===== src/rtl/add_round_key_collect.sv =====
// AES AddRoundKey collector: XORs four incoming mixed columns with a latched
// round key and emits the assembled 128-bit state with its round index.
module add_round_key_collect #(
  parameter int unsigned WORD     = 32,
  parameter int unsigned SENTENCE = 128,
  parameter int unsigned ROUNDS   = 10
) (
  input  logic                clk,
  input  logic                rst_n,
  input  logic                flush,
  input  logic [SENTENCE-1:0] rk_in,
  input  logic                rk_valid,
  output logic                rk_ready,
  input  logic [WORD-1:0]     col_in,
  input  logic                col_valid,
  output logic                col_ready,
  output logic [SENTENCE-1:0] state_out,
  output logic                out_valid,
  input  logic                out_ready,
  output logic [3:0]          out_round,
  output logic                out_last
);

  localparam logic [1:0] S_KEY  = 2'd0;
  localparam logic [1:0] S_COL  = 2'd1;
  localparam logic [1:0] S_HOLD = 2'd2;

  localparam int unsigned NCOL     = SENTENCE / WORD;
  localparam logic [3:0]  RND_LAST = 4'(ROUNDS - 1);

  logic [1:0]          state_q, state_d;
  logic [SENTENCE-1:0] key_q, key_d;
  logic [SENTENCE-1:0] acc_q, acc_d;
  logic [1:0]          idx_q, idx_d;
  logic [3:0]          rnd_q, rnd_d;
  logic [SENTENCE-1:0] sout_q, sout_d;
  logic [3:0]          rout_q, rout_d;
  logic                last_q, last_d;
  logic                ovalid_q, ovalid_d;

  logic                rk_xfer, col_xfer, out_xfer, out_free;
  logic [WORD-1:0]     key_word, col_res;
  logic                emit;
  logic [SENTENCE-1:0] emit_val;

  // Handshake readiness depends on FSM state only, never on out_ready.
  assign rk_ready  = (state_q == S_KEY);
  assign col_ready = (state_q == S_COL);

  assign rk_xfer  = rk_valid && rk_ready;
  assign col_xfer = col_valid && col_ready;
  assign out_xfer = ovalid_q && out_ready;
  assign out_free = !ovalid_q || out_ready;

  assign state_out = sout_q;
  assign out_valid = ovalid_q;
  assign out_round = rout_q;
  assign out_last  = last_q;

  always_comb begin
    key_word = '0;
    for (int unsigned k = 0; k < NCOL; k++) begin
      if (idx_q == k[1:0]) key_word = key_q[SENTENCE-1-WORD*k -: WORD];
    end
    col_res = col_in ^ key_word;
  end

  always_comb begin
    state_d  = state_q;
    key_d    = key_q;
    acc_d    = acc_q;
    idx_d    = idx_q;
    rnd_d    = rnd_q;
    sout_d   = sout_q;
    rout_d   = rout_q;
    last_d   = last_q;
    ovalid_d = ovalid_q;
    emit     = 1'b0;
    emit_val = '0;

    if (out_xfer) ovalid_d = 1'b0;

    case (state_q)
      S_KEY: begin
        if (rk_xfer) begin
          key_d   = rk_in;
          idx_d   = '0;
          state_d = S_COL;
        end
      end
      S_COL: begin
        if (col_xfer) begin
          for (int unsigned k = 0; k < NCOL; k++) begin
            if (idx_q == k[1:0]) acc_d[SENTENCE-1-WORD*k -: WORD] = col_res;
          end
          idx_d = idx_q + 2'd1;
          if (idx_q == 2'd3) begin
            // Last column bypasses acc when the output register can take it now.
            if (out_free) begin
              emit     = 1'b1;
              emit_val = {acc_q[SENTENCE-1:WORD], col_res};
              state_d  = S_KEY;
            end else begin
              state_d = S_HOLD;
            end
          end
        end
      end
      S_HOLD: begin
        if (out_xfer) begin
          emit     = 1'b1;
          emit_val = acc_q;
          state_d  = S_KEY;
        end
      end
      default: state_d = S_KEY;
    endcase

    if (emit) begin
      sout_d   = emit_val;
      rout_d   = rnd_q;
      last_d   = (rnd_q == RND_LAST);
      ovalid_d = 1'b1;
      rnd_d    = (rnd_q == RND_LAST) ? '0 : rnd_q + 4'd1;
    end

    if (flush) begin
      state_d  = S_KEY;
      idx_d    = '0;
      rnd_d    = '0;
      ovalid_d = 1'b0;
    end
  end

  always_ff @(posedge clk or negedge rst_n) begin
    if (!rst_n) begin
      state_q  <= S_KEY;
      key_q    <= '0;
      acc_q    <= '0;
      idx_q    <= '0;
      rnd_q    <= '0;
      sout_q   <= '0;
      rout_q   <= '0;
      last_q   <= 1'b0;
      ovalid_q <= 1'b0;
    end else begin
      state_q  <= state_d;
      key_q    <= key_d;
      acc_q    <= acc_d;
      idx_q    <= idx_d;
      rnd_q    <= rnd_d;
      sout_q   <= sout_d;
      rout_q   <= rout_d;
      last_q   <= last_d;
      ovalid_q <= ovalid_d;
    end
  end

endmodule


===== config.mk =====
export PLATFORM = sky130hd
export DESIGN_NAME = add_round_key_collect
export DESIGN_NICKNAME = d
export VERILOG_FILES = /design/src/rtl/add_round_key_collect.sv
export SDC_FILE = /design/constraint.sdc
export NUM_CORES = 1
export LEC_CHECK = 0
export ABC_AREA = 1
export CORE_MARGIN = 2
export CORE_UTILIZATION = 53
export DETAILED_ROUTE_END_ITERATION = 8
export GPL_ROUTABILITY_DRIVEN = 1
export PLACE_DENSITY = 0.79
export SLEW_MARGIN = 10
export SYNTH_ARGS = -nofsm -noshare
export SYNTH_HDL_FRONTEND = slang
export SYNTH_SLANG_ARGS = --single-unit

===== constraint.sdc =====
create_clock -name clk -period 2 [get_ports clk]
set_input_delay 0.3 -clock clk [delete_from_list [all_inputs] [get_ports clk]]
set_output_delay 0.3 -clock clk [all_outputs]
set_load 0.02 [all_outputs]

==> out/results.ini <==
[sta]
finalCritPeriodShare=0.975
max_freq_mhz=513
slew_headroom=0.650
post-route-min-period_ps=1950
drv_slew=0
hold_viol=0
worstMarginPinSlew_ps=525
skew_ps=10.4
finalSetupViolations=0

[floorplan]
die_w_um=184
rows=65
fp.dieArea_mm2=0.0339
fp.coreArea_mm2=0.0317
start_util=0.542
die_h_um=184
top_level_ports=302

[route]
drtIter0Drc=1320
wl_per_cell_um=16.9
dr_total_vias=14600
routed_wl_um=46300
ant_nets=0
vias_per_cell=5.32
drt-pass1-iter-count=5
drc=0

[layout]
area_growth_pct=30.1
nets=2479
drive_gt1_frac=0.0973
layout.cells.non_filler=2739
num-fill-cells=2366
finish.instance_area_mm2=0.0223
final_core_util=0.705
seq_area_mm2=0.00996
multiInputGateArea_mm2=0.00640

[worst_setup_path]
worst-endpoint-required_ps=1700
arrival_ps=1650
start_kind=register
critPathMaxFanout=5
setup.worst_path.end_class=output pin
path_class=reg2out

[synth]
seq_area_frac_synth=0.580
syn_inst=2012
syn_area_per_cell_um2=8.54
synth_edf_count=0
ys.flop_type=dfrtp_1
syn_nets=2188
async_flop_share=1.00
yosysUniqueCellTypes=27
synth-seq-cells=398
synth_area_mm2=0.0172
ys_warn_count=0

[clock_network]
cts.clk_slew.worst_paths_ps=60
root_buffer=clkbuf_16
htree_levels=2
cts.sinks=398
cts_tree=done
clockBufferDepth=3
cts_buffers=41
clkLatencyLatePin_ps=530
post-cts-setup-buffers=0

[power]
p_leak_nw=11.5
ir_worst_vdd_mv=0.608
swShare=0.312
p_seq_frac=0.442
power.density_mw_per_mm2=1080
pwr-share-clk=0.307
p_switching_w=0.00755
total_power_w=0.0242
pwr-share-comb=0.251
power.internal_w=0.0166

[place]
hpwl_um=32100
placed_area_mm2=0.0209
place_congestion=0.851
portBuffers=301
numPlacedInstances=2660

[status]
status=finished, final reports clean

[global_routing]
grt_max_degree=95
grt_pass1_vias=14200
grt_pass1_wl_um=73900
globalRouteTotalUtil=0.275
antenna_found_initial=4
grt_overflow=0

[run]
drv_cap=0

[min_path]
hold_path.class=in2async

## synth_stat cells (9+ instances only)
master | n | area share
nand2_1 | 905 | 0.20
dfrtp_1 | 398 | 0.58
a21oi_1 | 161 | 0.047
inv_1 | 112 | 0.024
nand3_1 | 100 | 0.029
nor2_1 | 94 | 0.021
mux2_2 | 70 | 0.046
clkbuf_1 | 46 | 0.010
buf_2 | 37 | 0.011
and2_1 | 32 | 0.012
buf_1 | 15 | 0.0033
ha_1 | 10 | 0.0073
o21ai_0 | 9 | 0.0026
## logic make-up after synthesis
| group | after synthesis | synth area share |
|---|---|---|
| AOI/OAI and AO/OA | 175 | 0.0514 |
| xor gates and xnor gates | 2 | 0.00102 |
| adders and majority gates | 10 | 0.00728 |
| buffers and inverters | 219 | 0.0523 |
| DFF | 398 | 0.580 |
| muxes | 71 | 0.0465 |
| and+or+nand+nor | 1137 | 0.262 |
## critical path, cell delays in order (launching register included)
cell,delay (ps)
dfrtp_1,400
inv_1,120
ha_2,210
buf_4,150
clkdlybuf4s15_2,260
## worst paths after layout
kind / cells past startpoint / end / slack [ps] / start
hold / removal: 2 / acc_q[92] / 310 / rst_n
setup / recovery: 4 / col_ready / 50 / state_q[1]
max in group asynchronous: 3 / key_q[68] / 930 / rst_n
min in group clk: 3 / key_q[76] / 350 / rk_in[76]
hold reg to reg: 2 / state_out[53] / 470 / acc_q[53]
setup reg to reg: 11 / acc_q[38] / 60 / idx_q[0]
## metal layers
| layer | GRT usage | vias to the layer above | wire [um] |
|---|---|---|---|
| li1 | - | 6858 | - |
| met1 | 0.395 | 6977 | 19900 |
| met2 | 0.420 | 634 | 21100 |
| met3 | 0.0519 | 95 | 3800 |
| met4 | 0.0982 | 0 | 1410 |
| met5 | 0 | - | 0 |
## registers in the layout (all words and copies together) (netlist names)
signal,count
state_out,128
out_valid,1
key_q,128
acc_q,128
rnd_q,4
idx_q,2
out_last,1
state_q,2
out_round,4
## area by class of cell
type,count,share of cell area
timing repair buffer,352,0.167
antenna,5,0.000560
multi-input combinational,1395,0.286
clock buffer,58,0.0525
tap,402,0.0225
clock inverter,14,0.00554
sequential,398,0.446
inverter,115,0.0199
## layout by cell type, fill, tap and decap left out, types with 23 or more instances in the layout
master	instances
a21oi_1	161
buf_12	23
buf_4	24
clkbuf_16	44
clkdlybuf4s50_1	298
dfrtp_1	398
inv_1	109
mux2_2	70
nand2_1	900
nand3_1	100
nor2_1	93
## through the flow
stage | hold slack [ps] | worst slack (ps) | TNS (ps)
after global routing | 347 | -22.7 | -42.4
after CTS | 332 | 19.5 | 0
after global placement | 277 | 36.3 | 0
final | 312 | 50.2 | 0
after floorplan | 4.41 | 81.7 | 0
after detailed placement | 280 | -44.0 | -147
## power groups by stage
stage	combinational (W)	sequential [W]	clock, W
after floorplan	0.00390	0.0105	0
after global placement	0.00569	0.0108	0
after detailed placement	0.00588	0.0108	0
after CTS	0.00594	0.0107	0.00750
after global routing	0.00682	0.0109	0.00787
final	0.00608	0.0107	0.00742
## repair_timing
action / 4_1_cts / 5_1_grt
gates resized for setup: 7 / 42
cloned: 0 / 1
setup endpoints to repair: 12 / 132
hold endpoints to repair: 47 / 0
hold buffers: 1 / 0
(Power assumes the default switching activity.)
==> RTL edit, RTL diff (same settings) <==
Reset style: synchronous (`rst_n`), changed in one clocked block.
--- a/src/rtl/add_round_key_collect.sv
+++ b/src/rtl/add_round_key_collect.sv
@@ -134,3 +134,3 @@
 
-  always_ff @(posedge clk or negedge rst_n) begin
+  always_ff @(posedge clk) begin
     if (!rst_n) begin
Behaviour: differs if rst_n is asserted again (counterexample within 4 cycles, from zero or initial values and one cycle with rst_n low); with rst_n held inactive, the same outputs for 4 cycles.
==> RTL edit against the unedited design <==
- worst setup slack better by 0.012 ns
- sequential share of layout area shrank 8.3 points
- wire length is 7.9% higher
- global-route usage is 1.7 points higher
- count of clock-buffer cells in the layout increased by 5
- synthesized area shrank 1.8%
- sequential cell count is the same
- cell area shrank 1.7%
- core utilization decreased by 0.66 points
Power is not compared: it rests on default switching activity, and its combinational part moved more than twofold at a synthesized area within 25%.
==> RTL edit: results (changes against the unedited design) <==
| Metric | Value |
|---|---|
| Met2 Use GR | 45.8% (+3.7 points) |
| Wire length on met2 | 22300 um (+5.4%) |
| Worst slew pin tran | 0.707 ns (+0.182 ns) |
| Post-Synth XOR/XNOR Area | 0.0519% (-0.050 points) |
| Max IR drop VDD | about 0.00053 V |
| Hold Crit Endpoint | out_round[0]$_SDFFE_PN0P_ |
| Reg-to-reg startpoint | idx_q[0]$_SDFFE_PP0P_ |
| Post-synthesis async set-or-reset flop share | 0% (-100 points) |
| Pre-CTS WS | -0.0766 ns (-0.0327 ns) |
| Num CTS Buffers | 42 (+2.4%) |
| Routing usage on met1 | 40.7% (+1.1 points) |
| Top sig layer | met5 |
| First-pass GRT wire length | 78200 um (+5.8%) |
| Worst r2r path cells | 10 (-1) |
| Met3 Use GR | 4.89% (-0.30 points) |
| Sw power | between 0.004 and 0.005 W |
| Layout cells sized above 1 | 6.71% (-3.0 points) |
| Top cells by area, synth | dfxtp_1 47%, nand2_1 8.3%, nor2_1 8.1%, nand3_1 7.7%, o21ai_0 7.0% |
| CP Max Fanout | 4 (-1) |
| Mapped Cells | 2359 (+17%) |
| WHS | 0.0583 ns (-0.254 ns) |
| Status | completed |
| Max Root-Sink Buffers | 3 (unchanged) |
| Post-synth cell types | 22 (-19%) |
| Worst hold start | rst_n |
| Register area share after synthesis | 47.2% (-11 points) |
| Most common cell in the synthesized netlist | dfxtp_1 |
| Leak pwr | 9.58 nW |
| H-Tree Depth | 2 (unchanged) |
| Hold depth | 3 |
| Routed wl met3 | 4040 um (+6.5%) |
| Largest net degree at the start of global routing | 136 (+43%) |
| Proportion of synthesized area in mux cells | 0% (-4.6 points) |
| Max incr delay on CP | 0.35 ns (-0.05 ns) |
| CP max stage cell | dfxtp_1 |
| FILL cells | 2570 (+8.6%) |
| Worst Skew | 0.0128 ns (+0.00237 ns) |
| Hold WC Path Type | in2reg |
| DR iter-0 viols | 1268 (-3.9%) |
| # port buffers | 301 (unchanged) |
| Synth top cells by count | 398 x dfxtp_1, 374 x nand2_1, 366 x nor2_1, 261 x nand3_1, 236 x o21ai_0 |
| RR Endpoint | acc_q[23]$_SDFFE_PN0P_ |
| Vias | 16400 (+13%) |
| Fin nets | 2779 (+12%) |
| RePlAce Congestion | 0.922 (+8.2%) |
| DRT met1 WL | 22000 um (+10%) |
| Dpl cell area | 20400 um2 (-2.3%) |
| Initial antenna violation count | 5 (+1) |
| Vias in the first global route | 14900 (+5.0%) |
| Post-DP HPWL | 35700 um (+12%) |
| Total track usage | 29.2% (+1.7 points) |
| Dominant register cell in the synthesized netlist | dfxtp_1 |
| Non-filler cells, final | 3044 (+11%) |
| WL/cell | 16.4 um (-2.9%) |
| Synthesized-area fraction occupied by adder cells | 0.519% (-0.21 points) |
| Synth Area in Compound Gates | 18.6% (+13 points) |
| Mapped Nets | 2532 (+16%) |
| Design area | 22000 um2 (-1.7%) |
==> RTL edit: power by group through the flow <==
stage	clock [W]	sequential [W]	combinational, W
6_report	0.00790	0.00838	0.00194
2_1_floorplan	0	0.00850	0.00108
5_1_grt	0.00831	0.00840	0.00215
4_1_cts	0.00796	0.00838	0.00188
3_3_place_gp	0	0.00854	0.00182
3_5_place_dp	0	0.00855	0.00187
==> RTL edit: how the worst max path moves through the flow <==
stage	start	end	slack (ns)	cells after the start
2_1_floorplan	state_q[1]$_SDFFE_PP0P_	state_out[100]$_SDFFE_PN0P_	0.27	11
3_3_place_gp	col_valid	state_out[45]$_SDFFE_PN0P_	0.02	10
3_5_place_dp	col_valid	state_out[22]$_SDFFE_PN0P_	-0.08	10
4_1_cts	idx_q[0]$_SDFFE_PP0P_	acc_q[27]$_SDFFE_PN0P_	0.03	11
5_1_grt	idx_q[1]$_SDFFE_PP0P_	acc_q[24]$_SDFFE_PN0P_	-0.02	11
6_report	state_q[1]$_SDFFE_PP0P_	col_ready	0.06	4
==> RTL edit: cell type report <==
type	count	area share, %
Tap cell	402	2.29
Multi-Input combinational cell	1576	34.2
Clock buffer	63	5.75
Clock inverter	12	0.615
Sequential cell	398	36.3
Inverter	231	3.97
Timing Repair Buffer	357	16.9
Antenna cell	5	0.0570
==> RTL edit: worst reg2reg max path: cells and delay by family, from the launching register on <==
family	cells	cell delay, ns
buf+inv	3	0.38
compound gates	1	0.10
simple gates	5	0.72
fa+ha+maj	1	0.31
flops	1	0.34
==> RTL edit: timing repair <==
item                       4_1_cts  5_1_grt
resized for setup                2       45
hold buffers                     0        0
setup endpoints to repair        2      111
gates cloned                     0        0
hold endpoints to repair         0        0
buffers inserted                 0        0
